[src/rtl/multicycle_controller.sv]
// Sequencing FSM for the multi-cycle RV32I core: IF/ID/EX/MEM/WB plus terminal HALT.
// Outputs are a decode of the current state, the IR opcode and the memory/halt handshakes.
module multicycle_controller #(
    parameter logic [2:0] RESET_STATE = 3'd0,
    parameter int         CNT_W       = 32
) (
    input  logic             clk,
    input  logic             reset,
    input  logic [6:0]       opcode,
    input  logic             mem_ready,
    input  logic             is_halted,
    output logic             pc_write,
    output logic             pc_write_cond,
    output logic [1:0]       pc_src,
    output logic             i_or_d,
    output logic             mem_read,
    output logic             mem_write,
    output logic             ir_write,
    output logic             reg_write,
    output logic [1:0]       wb_src,
    output logic [1:0]       alu_op,
    output logic             is_ecall,
    output logic             halted,
    output logic [2:0]       state,
    output logic [CNT_W-1:0] retired
);

    typedef enum logic [2:0] {
        S_IF   = 3'd0,
        S_ID   = 3'd1,
        S_EX   = 3'd2,
        S_MEM  = 3'd3,
        S_WB   = 3'd4,
        S_HALT = 3'd5
    } state_e;

    localparam logic [6:0] OP_R      = 7'b0110011;
    localparam logic [6:0] OP_IALU   = 7'b0010011;
    localparam logic [6:0] OP_LOAD   = 7'b0000011;
    localparam logic [6:0] OP_STORE  = 7'b0100011;
    localparam logic [6:0] OP_BRANCH = 7'b1100011;
    localparam logic [6:0] OP_JAL    = 7'b1101111;
    localparam logic [6:0] OP_JALR   = 7'b1100111;
    localparam logic [6:0] OP_ECALL  = 7'b1110011;

    state_e           state_q, state_d;
    logic [CNT_W-1:0] retired_q, retired_d;
    logic             retire;
    logic             op_known;

    // ECALL is resolved in ID, so it is not part of the set that proceeds to EX
    always_comb begin
        op_known = 1'b0;
        case (opcode)
            OP_R, OP_IALU, OP_LOAD, OP_STORE,
            OP_BRANCH, OP_JAL, OP_JALR: op_known = 1'b1;
            default:                    op_known = 1'b0;
        endcase
    end

    always_ff @(posedge clk or posedge reset) begin
        if (reset) begin
            state_q   <= state_e'(RESET_STATE);
            retired_q <= '0;
        end else begin
            state_q   <= state_d;
            retired_q <= retired_d;
        end
    end

    always_comb begin
        state_d       = state_q;
        retire        = 1'b0;
        pc_write      = 1'b0;
        pc_write_cond = 1'b0;
        pc_src        = 2'd0;
        i_or_d        = 1'b0;
        mem_read      = 1'b0;
        mem_write     = 1'b0;
        ir_write      = 1'b0;
        reg_write     = 1'b0;
        wb_src        = 2'd0;
        alu_op        = 2'd0;
        is_ecall      = 1'b0;
        halted        = 1'b0;
        case (state_q)
            S_IF: begin
                mem_read = 1'b1;
                if (mem_ready) begin
                    ir_write = 1'b1;
                    state_d  = S_ID;
                end
            end
            S_ID: begin
                if (opcode == OP_ECALL) begin
                    is_ecall = 1'b1;
                    retire   = 1'b1;
                    if (is_halted) begin
                        state_d = S_HALT;
                    end else begin
                        pc_write = 1'b1;
                        state_d  = S_IF;
                    end
                end else if (op_known) begin
                    state_d = S_EX;
                end else begin
                    pc_write = 1'b1;
                    retire   = 1'b1;
                    state_d  = S_IF;
                end
            end
            S_EX: begin
                case (opcode)
                    OP_R, OP_IALU: begin
                        alu_op  = 2'd2;
                        state_d = S_WB;
                    end
                    OP_LOAD, OP_STORE: state_d = S_MEM;
                    // Datapath gates pc_write_cond with the compare result
                    OP_BRANCH: begin
                        alu_op        = 2'd1;
                        pc_write_cond = 1'b1;
                        pc_src        = 2'd1;
                        retire        = 1'b1;
                        state_d       = S_IF;
                    end
                    OP_JAL, OP_JALR: state_d = S_WB;
                    default:         state_d = S_IF;
                endcase
            end
            S_MEM: begin
                i_or_d = 1'b1;
                if (opcode == OP_LOAD) begin
                    mem_read = 1'b1;
                    if (mem_ready) state_d = S_WB;
                end else if (opcode == OP_STORE) begin
                    mem_write = 1'b1;
                    if (mem_ready) begin
                        pc_write = 1'b1;
                        retire   = 1'b1;
                        state_d  = S_IF;
                    end
                end else begin
                    state_d = S_IF;
                end
            end
            S_WB: begin
                reg_write = 1'b1;
                pc_write  = 1'b1;
                retire    = 1'b1;
                state_d   = S_IF;
                case (opcode)
                    OP_LOAD: wb_src = 2'd1;
                    OP_JAL: begin
                        wb_src = 2'd2;
                        pc_src = 2'd1;
                    end
                    OP_JALR: begin
                        wb_src = 2'd2;
                        pc_src = 2'd2;
                    end
                    default: wb_src = 2'd0;
                endcase
            end
            S_HALT: halted = 1'b1;
            default: state_d = S_IF;
        endcase
    end

    assign retired_d = retire ? retired_q + {{(CNT_W-1){1'b0}}, 1'b1} : retired_q;
    assign retired   = retired_q;
    assign state     = state_q;

endmodule

[config.mk]
export PLATFORM = sky130hd
export DESIGN_NAME = multicycle_controller
export DESIGN_NICKNAME = d
export VERILOG_FILES = /design/src/rtl/multicycle_controller.sv
export SDC_FILE = /design/constraint.sdc
export NUM_CORES = 1
export LEC_CHECK = 0
export BUFFER_PORTS_ARGS = -buffer_cell sky130_fd_sc_hd__buf_4
export CORE_MARGIN = 2
export CORE_UTILIZATION = 54
export CTS_CLUSTER_SIZE = 40
export DETAILED_ROUTE_END_ITERATION = 12
export GPL_ROUTABILITY_DRIVEN = 0
export PLACE_DENSITY = 0.88
export REMOVE_ABC_BUFFERS = 1
export SYNTH_ARGS = -nofsm -noshare
export SYNTH_HDL_FRONTEND = slang
export SYNTH_SLANG_ARGS = --single-unit
[constraint.sdc]
create_clock -name clk -period 5.54 [get_ports clk]
set_input_delay 0.277 -clock clk [delete_from_list [all_inputs] [get_ports clk]]
set_output_delay 0.277 -clock clk [all_outputs]
set_load 0.1 [all_outputs]
---- Yosys cells after proc, flatten, opt, wreduce, memory -nomap -nowiden ----
Index checks and enable logic that the tools add are counted.
operators by class
  $add $sub $neg .......................... 1
  equal/unequal tests ..................... 16
  multiplexer cells ....................... 40
  bitwise gates (word level) .............. 1
  reduce and logical (&&, ||, !) cells .... 7
operators by type and width
  kind                   count
  $add 32x1->32 const B  1
  $eq 7x7->1 const B     4
  $mux 1                 21
  $mux 3                 7
  $pmux 2 s2             4
  $pmux 3 s5             1
  $eq 7x6->1 const B     2
  $eq 7x2->1 const B     1
  $eq 7x5->1 const B     1
  $reduce_or 7->1        1
  $eq 3x2->1 const B     2
  $eq 3x3->1 const B     2
  $mux 2                 3
  $ne 3x3->1 const B     2
  $pmux 3 s2             1
  $reduce_or 2->1        3
  $pmux 1 s4             1
  $reduce_and 4->1       1
  $reduce_or 4->1        1
  $eq 3x1->1 const B     1
  $logic_not 3->1        1
  $pmux 1 s3             1
  $ne 2x2->1 const B     1
  $pmux 1 s2             1
  $not 1->1              1
storage, ports and cells
  register bits after elaboration ......... 35
  bits of input ports ..................... 11
  output and inout port bits .............. 50
  word-level logic and storage cells ...... 67

---- Logic depth before layout (Yosys ltp) ----
Gate-level depths: netlist of run 1.
  word-level depth ........................ 6
  depth in mapped cells ................... 8
  gate-level depth less buffers ........... 7

---- Worst setup path after synthesis of run 1 ----
OpenSTA, ideal clock, no wires.
  path kind ............................... register -> output
  from .................................... register state_q[1] (netlist: state[1])
  to ...................................... output mem_write
  arrival time ............................ 4,434 ps
  required time ........................... 5,263 ps
  slack ................................... 829 ps
  stages on the path, launching flop included .. 4
  buffers on the path ..................... 1
  cells stage by stage .................... dfrtp_1 buf_2 nand2_1 nor4b_1
between the ends
  cells in the longest elaborated chain, start to end .. 2
ends and longest elaborated chain
  item                      line  text
  start: declaration        46    state_e state_q, state_d;
  start signal: assignment  63    state_q <= state_e'(RESET_STATE);
  start signal: assignment  66    state_q <= state_d;
  $eq 3x2->1                86    case (state_q)
  $mux 1                    86
  end: declaration          17    output logic mem_write,
Every way passes these cells.

---- Worst setup path in the final report of run 1 ----
  from .................................... register state_q[0] (netlist: state[0])
  to ...................................... output pc_write
between the ends
  cells in the longest elaborated chain, start to end .. 2
ends and longest elaborated chain
  item                                      line  text
  $eq 3x3->1, or another cell as far along  86
  $pmux 1 s3 (*)                            86
  end: declaration                          12    output logic pc_write,
Every way passes the cells marked *; elsewhere a longest branch is shown, timed or not.

==> results of run 1 <==
[stage by stage]
stage	area, um^2	total power, mW	setup WS (ns)
global placement	2380	0.777	3.37
CTS	2420	0.903	3.14
floorplan	1870	0.685	0.872
finish	2420	0.899	3.13
global route	2420	0.940	2.98
detailed placement	2380	0.783	3.33
[flip-flops by register name, summed over array words and instances, names as in the netlist]
name / flops
retired: 32
state: 3
[cell families (layout without fill, tap and decap cells)]
group,Yosys count,count (layout),share of synthesized area [%]
muxes,1,1,0.590
adders and majority gates,1,1,0.655
and+or+nand+nor,101,101,28.9
buffers and inverters,13,73,3.34
DFF,35,35,45.9
AOI/OAI and AO/OA,15,15,6.03
xor gates and xnor gates,31,31,14.6
[power breakdown]
group / total (mW) / internal, mW / switching [mW]
registers: 0.326 / 0.283 / 0.0427
logic: 0.452 / 0.101 / 0.351
clock network: 0.121 / 0.0451 / 0.0763
total: 0.899 / 0.429 / 0.470
[layer usage]
layer	routed length, um	track usage (%)	vias up
li1	-	-	804
met1	1790	27.8	770
met2	1940	35.4	61
met4	47	10.6	0
met5	0	0	-
met3	258	4.11	6
[synthesized netlist by cell type, types with 4 or more instances]
cell type / count
dfrtp_1: 35
xnor2_1: 24
nand2_1: 17
nand3_1: 16
nor2_1: 16
and3_1: 9
nand4_1: 9
nor3_1: 8
and2_1: 6
inv_1: 6
xor2_1: 6
nor2b_1: 5
o21ai_0: 4
[final timing paths]
check,to,slack (ns),cells after the start
setup / recovery,pc_write,3.13,5
max in group asynchronous,retired[27],5.20,3
hold / removal,retired[5],0.04,3
min in group clk,state[0],0.30,4
setup reg to reg,retired[19],3.29,7
hold reg to reg,retired[31],0.49,1
[critical path, delay by kind of cell, from the launching register on]
kind	cells	cell delay (ns)
flops	1	0.56
simple gates	3	0.69
buf+inv	1	0.32
compound gates	1	0.22
[final cells by class]
| type | count | area [um^2] |
|---|---|---|
| Timing Repair Buffer | 61 | 458 |
| Tap cell | 46 | 57.6 |
| Clock buffer | 6 | 41.3 |
| Multi-Input combinational cell | 149 | 970 |
| Fill cell | 272 | 938 |
| Sequential cell | 35 | 876 |
| Inverter | 6 | 22.5 |
==> flow_summary.toml, run 1 <==
[timing]
setup_viol = 0
hold_ws_ns = 0.0392
fin_setup_tns_ns = 0
max_freq_mhz = 414
fin_crit_sh_pct = 43.6
finalHoldViolations = 0
relSlewSlack_pct = 65.2
drv_slew = 0
finClkSkew_ns = 0.00872
tightest_slew_ns = 0.520
rsz0062_at_grt = "no"
finalCriticalPeriod_ns = 2.41

[critical_path]
cpMostUsedCell = "nor2b_1"
slowest_stage = "dfrtp_1"
crit_start = "state[0]"
cp_max_fo = 13
required_ns = 5.26
reg2reg_from = "state[2]"
path_cells = "nor2b_1 -> nor2b_1 -> nand3_1 -> o21ai_0 -> buf_4"
start_kind = "register"
cp.arrival_ns = 2.14
crit_type = "reg2out"
max_stage_delay_ns = 0.56
endpoint_kind = "primary output"

[global_route]
grt_max_degree = 36
grt_pass1_vias = 1537
grt_pass1_wl_um = 6840
antenna_found_initial = 0
grt_usage_pct = 21.8
grt_overflow_total = 0

[synth]
syn-cell-area_um2 = 1910
netlist.area_leader.share_pct = 45.9
synth_edf_count = 0
yosysWarnings = 0
syn_avg_cell_area_um2 = 9.69
ys_async_sr_fraction_pct = 100
netlist_instances = 197
ys_ff_latch = 35
ys_top_cells_by_area = "dfrtp_1 (46%), xnor2_1 (11%), nand3_1 (4.2%)"
yosysSeqAreaShare_pct = 45.9
yosysTopAreaCell = "dfrtp_1"
synth_flop_cell = "dfrtp_1"
ys_types = 37

[cells_and_area]
area_growth_syn_to_layout_pct = 27.0
final_net_count = 270
final_common_cell = "buf_4"
final_cell_mix = "buf_4 (61), dfrtp_1 (35), xnor2_1 (24), nand2_1 (17)"
layout-drive-gt1-share_pct = 28.4
instances_no_fill = 303
num_antenna_cells = 0
fin_util_pct = 72.1

[worst_hold_path]
min_path_type = "in2async"

[detailed_routing]
drtPass1Iterations = 5
wl_per_cell_um = 13.3
drt_iter0_markers = 87
drc = 0
drt-total-wl_um = 4040
vias = 1641
vias_per_cell = 5.42
ant_nets = 0

[status]
status = "finished clean"

[cts]
clockBufferDepth = 2
cts.clk_slew.worst_paths_ns = 0.10
cts_tree = "built"
cts_made_buffers = 5
hold_buffers = 0
clock-root-buffer = "clkbuf_4"
cts_setup_buffers = 0
htree_levels = 2
clock_sinks = 35
post_cts_resized = 0
clk-insertion-delay-late_ns = 0.34

[placed_design]
placed_cells = 297
hpwl_um = 3060
port_buffers = 60

[die]
row_count = 21
start_util_pct = 56.8
core_area_um2 = 3360
dieArea_um2 = 4030
io_pins = 61
die_height_um = 63.5
die_w_um = 63.5

[job]
cap_viol_max_count = 0

[power_and_ir_drop]
power_density_nw_per_um2 = 371
p_leak_nw = 1.19
vdd_drop_max_mv = 0.270
No activity file was read; power rests on OpenSTA's default activity.
==> inputs of run 2 (changes only) <==
CORE_UTILIZATION = 50   (was 54)
PLACE_DENSITY = 0.83   (was 0.88)
clock period = 2.3 ns   (was 5.54 ns; I/O delays follow)
==> flow_summary.toml, run 2 (synthesis results as in run 1) <==
[status]
status = "finished clean"

[placed_design]
hpwl_um = 3180
port_buffers = 60
place_ws_ns = 0.164

[timing]
max_freq_mhz = 478
timing.final.ws_setup_ns = 0.209
rsz0062_at_grt = "no"
setup_viol = 0
fin_crit_sh_pct = 90.9
finalCriticalPeriod_ns = 2.09
finalHoldViolations = 0
drv_slew = 0
tightest_slew_ns = 0.510
fin_setup_tns_ns = 0
finClkSkew_ns = 0.00375
relSlewSlack_pct = 66.0

[global_route]
grt_usage_pct = 21.5
grt_overflow_total = 0
antenna_found_initial = 0
grt_max_degree = 36
grt_pass1_vias = 1594
grt_pass1_wl_um = 7110

[critical_path]
crit_type = "reg2reg"
cp_max_fo = 8
start_kind = "register"
endpoint_kind = "register"
cp.arrival_ns = 2.31
required_ns = 2.52

[cells_and_area]
area_growth_syn_to_layout_pct = 31.4
final_common_cell = "buf_4"
final_cell_mix = "buf_4 (65), dfrtp_1 (35), xnor2_1 (24), nand2_1 (17)"
layout-drive-gt1-share_pct = 29.9
fin_util_pct = 68.5
final_net_count = 275
largest_reg_flops = 32
num_antenna_cells = 0

[die]
dieArea_um2 = 4330
row_count = 22
start_util_pct = 52.2
die_w_um = 65.8
die_height_um = 65.8
io_pins = 61
core_area_um2 = 3660

[cts]
cts.clk_slew.worst_paths_ns = 0.07
htree_levels = 2
cts_setup_buffers = 0
clock-root-buffer = "clkbuf_8"
cts_made_buffers = 5
clockBufferDepth = 2
cts_tree = "built"
clk-insertion-delay-late_ns = 0.29
clock_sinks = 35

[worst_hold_path]
min_path_type = "in2reg"

[detailed_routing]
drc = 0
drt-total-wl_um = 4190
drt_iter0_markers = 94
vias = 1668
wl_per_cell_um = 13.4
vias_per_cell = 5.35
drtPass1Iterations = 4
ant_nets = 0

[job]
cap_viol_max_count = 0

[power_and_ir_drop]
power_density_nw_per_um2 = 927
p_leak_nw = 1.24
vdd_drop_max_mv = 0.640
run 2: final cells by class:
cell class              instances  area [um^2]
fillers                       300         1150
multi-input cells             149          971
flip-flops and latches         35          876
repair buffers                 66          498
clock buffers                   7         76.3
well taps                      48         60.1
inverters                       6         22.5
clock inverters                 1         5.00
run 2: routing by layer:
layer / up-vias / GRT usage, % / share of wire (%)
met5: - / 0 / 0
met4: 0 / 9.90 / 1.7
met3: 5 / 4.60 / 5.5
met2: 56 / 35.9 / 50
met1: 796 / 26.6 / 43
li1: 811 / - / -
run 2: worst paths after layout:
kind	from	to	slack, ns	depth (start not counted)
worst max-delay path	state[2]	retired[21]	0.21	7
worst min-delay path	mem_ready	state[0]	0.20	4
worst max register to register	state[2]	retired[21]	0.21	7
worst min register to register	retired[31]	retired[31]	0.47	1
max in group asynchronous	reset	retired[20]	1.51	4
min in group asynchronous	reset	retired[21]	0.48	4
run 2: what timing repair did:
| action | 4_1_cts | 5_1_grt |
|---|---|---|
| hold buffers | 1 | 0 |
| endpoints found under the hold margin | 35 | 0 |
| gates resized for setup | 0 | 1 |
| setup endpoints to repair | 0 | 1 |
run 2: through the flow:
step | power [mW] | cells | area [um^2] | hold slack, ns
after floorplan | 1.65 | 190 | 1870 | 0.269
after global placement | 1.90 | 303 | 2420 | 0.246
after detailed placement | 1.92 | 303 | 2420 | 0.248
after CTS | 2.34 | 312 | 2510 | 0.193
after global routing | 2.43 | 312 | 2510 | 0.238
final | 2.32 | 312 | 2510 | 0.200
run 2: critical path: stages, from the launching register on:
cell and delay, ns:
dfrtp_1 0.43, or3b_1 0.40, nor3_1 0.15, nand2_1 0.12, inv_1 0.18, o31a_1 0.37
and3_4 0.25, xor2_2 0.12
run 2: where the power goes:
part	internal [mW]	total, mW	leakage (nW)	switching, mW
Sequential	0.683	0.764	0.476	0.0804
Clock	0.212	0.420	0.0422	0.208
Combinational	0.268	1.14	0.720	0.872
Total	1.16	2.32	1.24	1.16
==> inputs of run 3 (changes only) <==
CORE_UTILIZATION = 36   (was 50)
PLACE_DENSITY = 0.64   (was 0.83)
==> flow_summary.toml, run 3 (synthesis results as in run 1) <==
[placed_design]
dpl-instance-area_um2 = 2440
placed_cells = 325
port_buffers = 60
hpwl_um = 3240

[timing]
drv_slew = 0
finClkSkew_ns = 0.00421
finalCriticalPeriod_ns = 2.13
tightest_slew_ns = 0.518
finalHoldViolations = 0
relSlewSlack_pct = 65.4
rsz0062_at_grt = "no"
fin_crit_sh_pct = 92.6
max_freq_mhz = 470
setup_viol = 0

[cts]
cts_made_buffers = 5
clockBufferDepth = 2
cts_setup_buffers = 0
cts_tree = "built"
htree_levels = 2
clk-insertion-delay-late_ns = 0.28
cts.clk_slew.worst_paths_ns = 0.07
clock_sinks = 35
clock-root-buffer = "clkbuf_8"

[job]
cap_viol_max_count = 0

[cells_and_area]
largest_reg_flops = 32
layout-drive-gt1-share_pct = 30.0
num_antenna_cells = 0
fin_util_pct = 49.8
final_common_cell = "buf_4"
instances_no_fill = 333
finalInstanceArea_um2 = 2540
final_cell_mix = "buf_4 (65), dfrtp_1 (35), xnor2_1 (24), nand2_1 (17)"
final_net_count = 275
area_growth_syn_to_layout_pct = 33.1

[detailed_routing]
drt-total-wl_um = 4290
drc = 0
ant_nets = 0
drt_iter0_markers = 48
vias = 1660
drtPass1Iterations = 4
vias_per_cell = 4.98
wl_per_cell_um = 12.9

[global_route]
grt_usage_pct = 15.8
grt_pass1_wl_um = 7450
antenna_found_initial = 0
grt_pass1_vias = 1591
grt_overflow_total = 0
grt_max_degree = 24

[power_and_ir_drop]
vdd_drop_max_mv = 0.662
power_density_nw_per_um2 = 919
p_leak_nw = 1.24
total_power_mw = 2.33

[critical_path]
start_kind = "register"
max_stage_delay_ns = 0.43
rr_endpoint = "retired[18]"
reg2reg_from = "state[0]"
slowest_stage = "or3b_1"
endpoint_kind = "register"
required_ns = 2.46
critPathTopFamily = "simple AND/OR/NAND/NOR gates"
cp_num_buf_inv = 1
path_cells = "or3b_1 -> nor3_1 -> nand2_1 -> inv_1 -> o31a_1 -> nand3_1 -> xnor2_1"
crit_type = "reg2reg"
cp.arrival_ns = 2.29
r2r_slack_ns = 0.17
reg2regPathDepth = 7
cp_max_fo = 10

[worst_hold_path]
min_to = "state[2]"
hold_depth = 4
min-delay-start = "opcode[5]"
min_path_type = "in2reg"

[die]
core_area_um2 = 5110
die_w_um = 76.8
start_util_pct = 37.4
die_height_um = 76.8
dieArea_um2 = 5900
io_pins = 61
row_count = 26

[status]
status = "finished clean"
[run 3: layer usage]
| metal | up-vias | global-route usage (%) | share of wire (%) |
|---|---|---|---|
| li1 | 819 | - | - |
| met1 | 775 | 20.8 | 47 |
| met2 | 60 | 24.6 | 45 |
| met3 | 6 | 3.53 | 5.9 |
| met4 | 0 | 7.64 | 2.0 |
| met5 | - | 0 | 0 |
[run 3: through the flow]
stage / hold slack [ns] / setup TNS [ns] / setup WS, ns
2_1_floorplan: 0.269 / -46.44 / -2.21
3_5_place_dp: 0.171 / 0 / 0.177
5_1_grt: 0.231 / 0 / 0.0143
4_1_cts: 0.209 / 0 / 0.145
3_3_place_gp: 0.159 / 0 / 0.167
6_report: 0.225 / 0 / 0.171
[run 3: cell type report]
type,count,area (um^2)
fill,493,2570
sequential,35,876
tap,70,87.6
timing repair buffer,66,498
inverter,6,22.5
clock buffer,6,82.6
clock inverter,1,5.00
multi-input combinational,149,970
[run 3: worst max-delay path by stage]
stage / startpoint / slack, ns / depth (start not counted) / endpoint
3_3_place_gp: state[0] / 0.17 / 7 / retired[10]
4_1_cts: state[0] / 0.14 / 7 / retired[18]
6_report: state[0] / 0.17 / 7 / retired[18]
2_1_floorplan: state[1] / -2.21 / 2 / mem_write
3_5_place_dp: state[0] / 0.18 / 7 / retired[18]
5_1_grt: state[0] / 0.01 / 7 / retired[14]
[run 3: report_power, final]
part	internal [mW]	switching, mW
combinational	0.268	0.866
clock	0.235	0.205
sequential	0.684	0.0775
total	1.19	1.15
[run 3: what timing repair did]
action	in CTS	in global routing
gates resized for setup	0	0
hold endpoints to repair	12	0
hold buffers	1	0
[run 3: worst register-to-register path, stage by stage (launching register included)]
cell and delay [ns]:
dfrtp_1 0.41, or3b_1 0.43, nor3_1 0.15, nand2_1 0.12, inv_1 0.17, o31a_1 0.42
nand3_1 0.16, xnor2_1 0.15
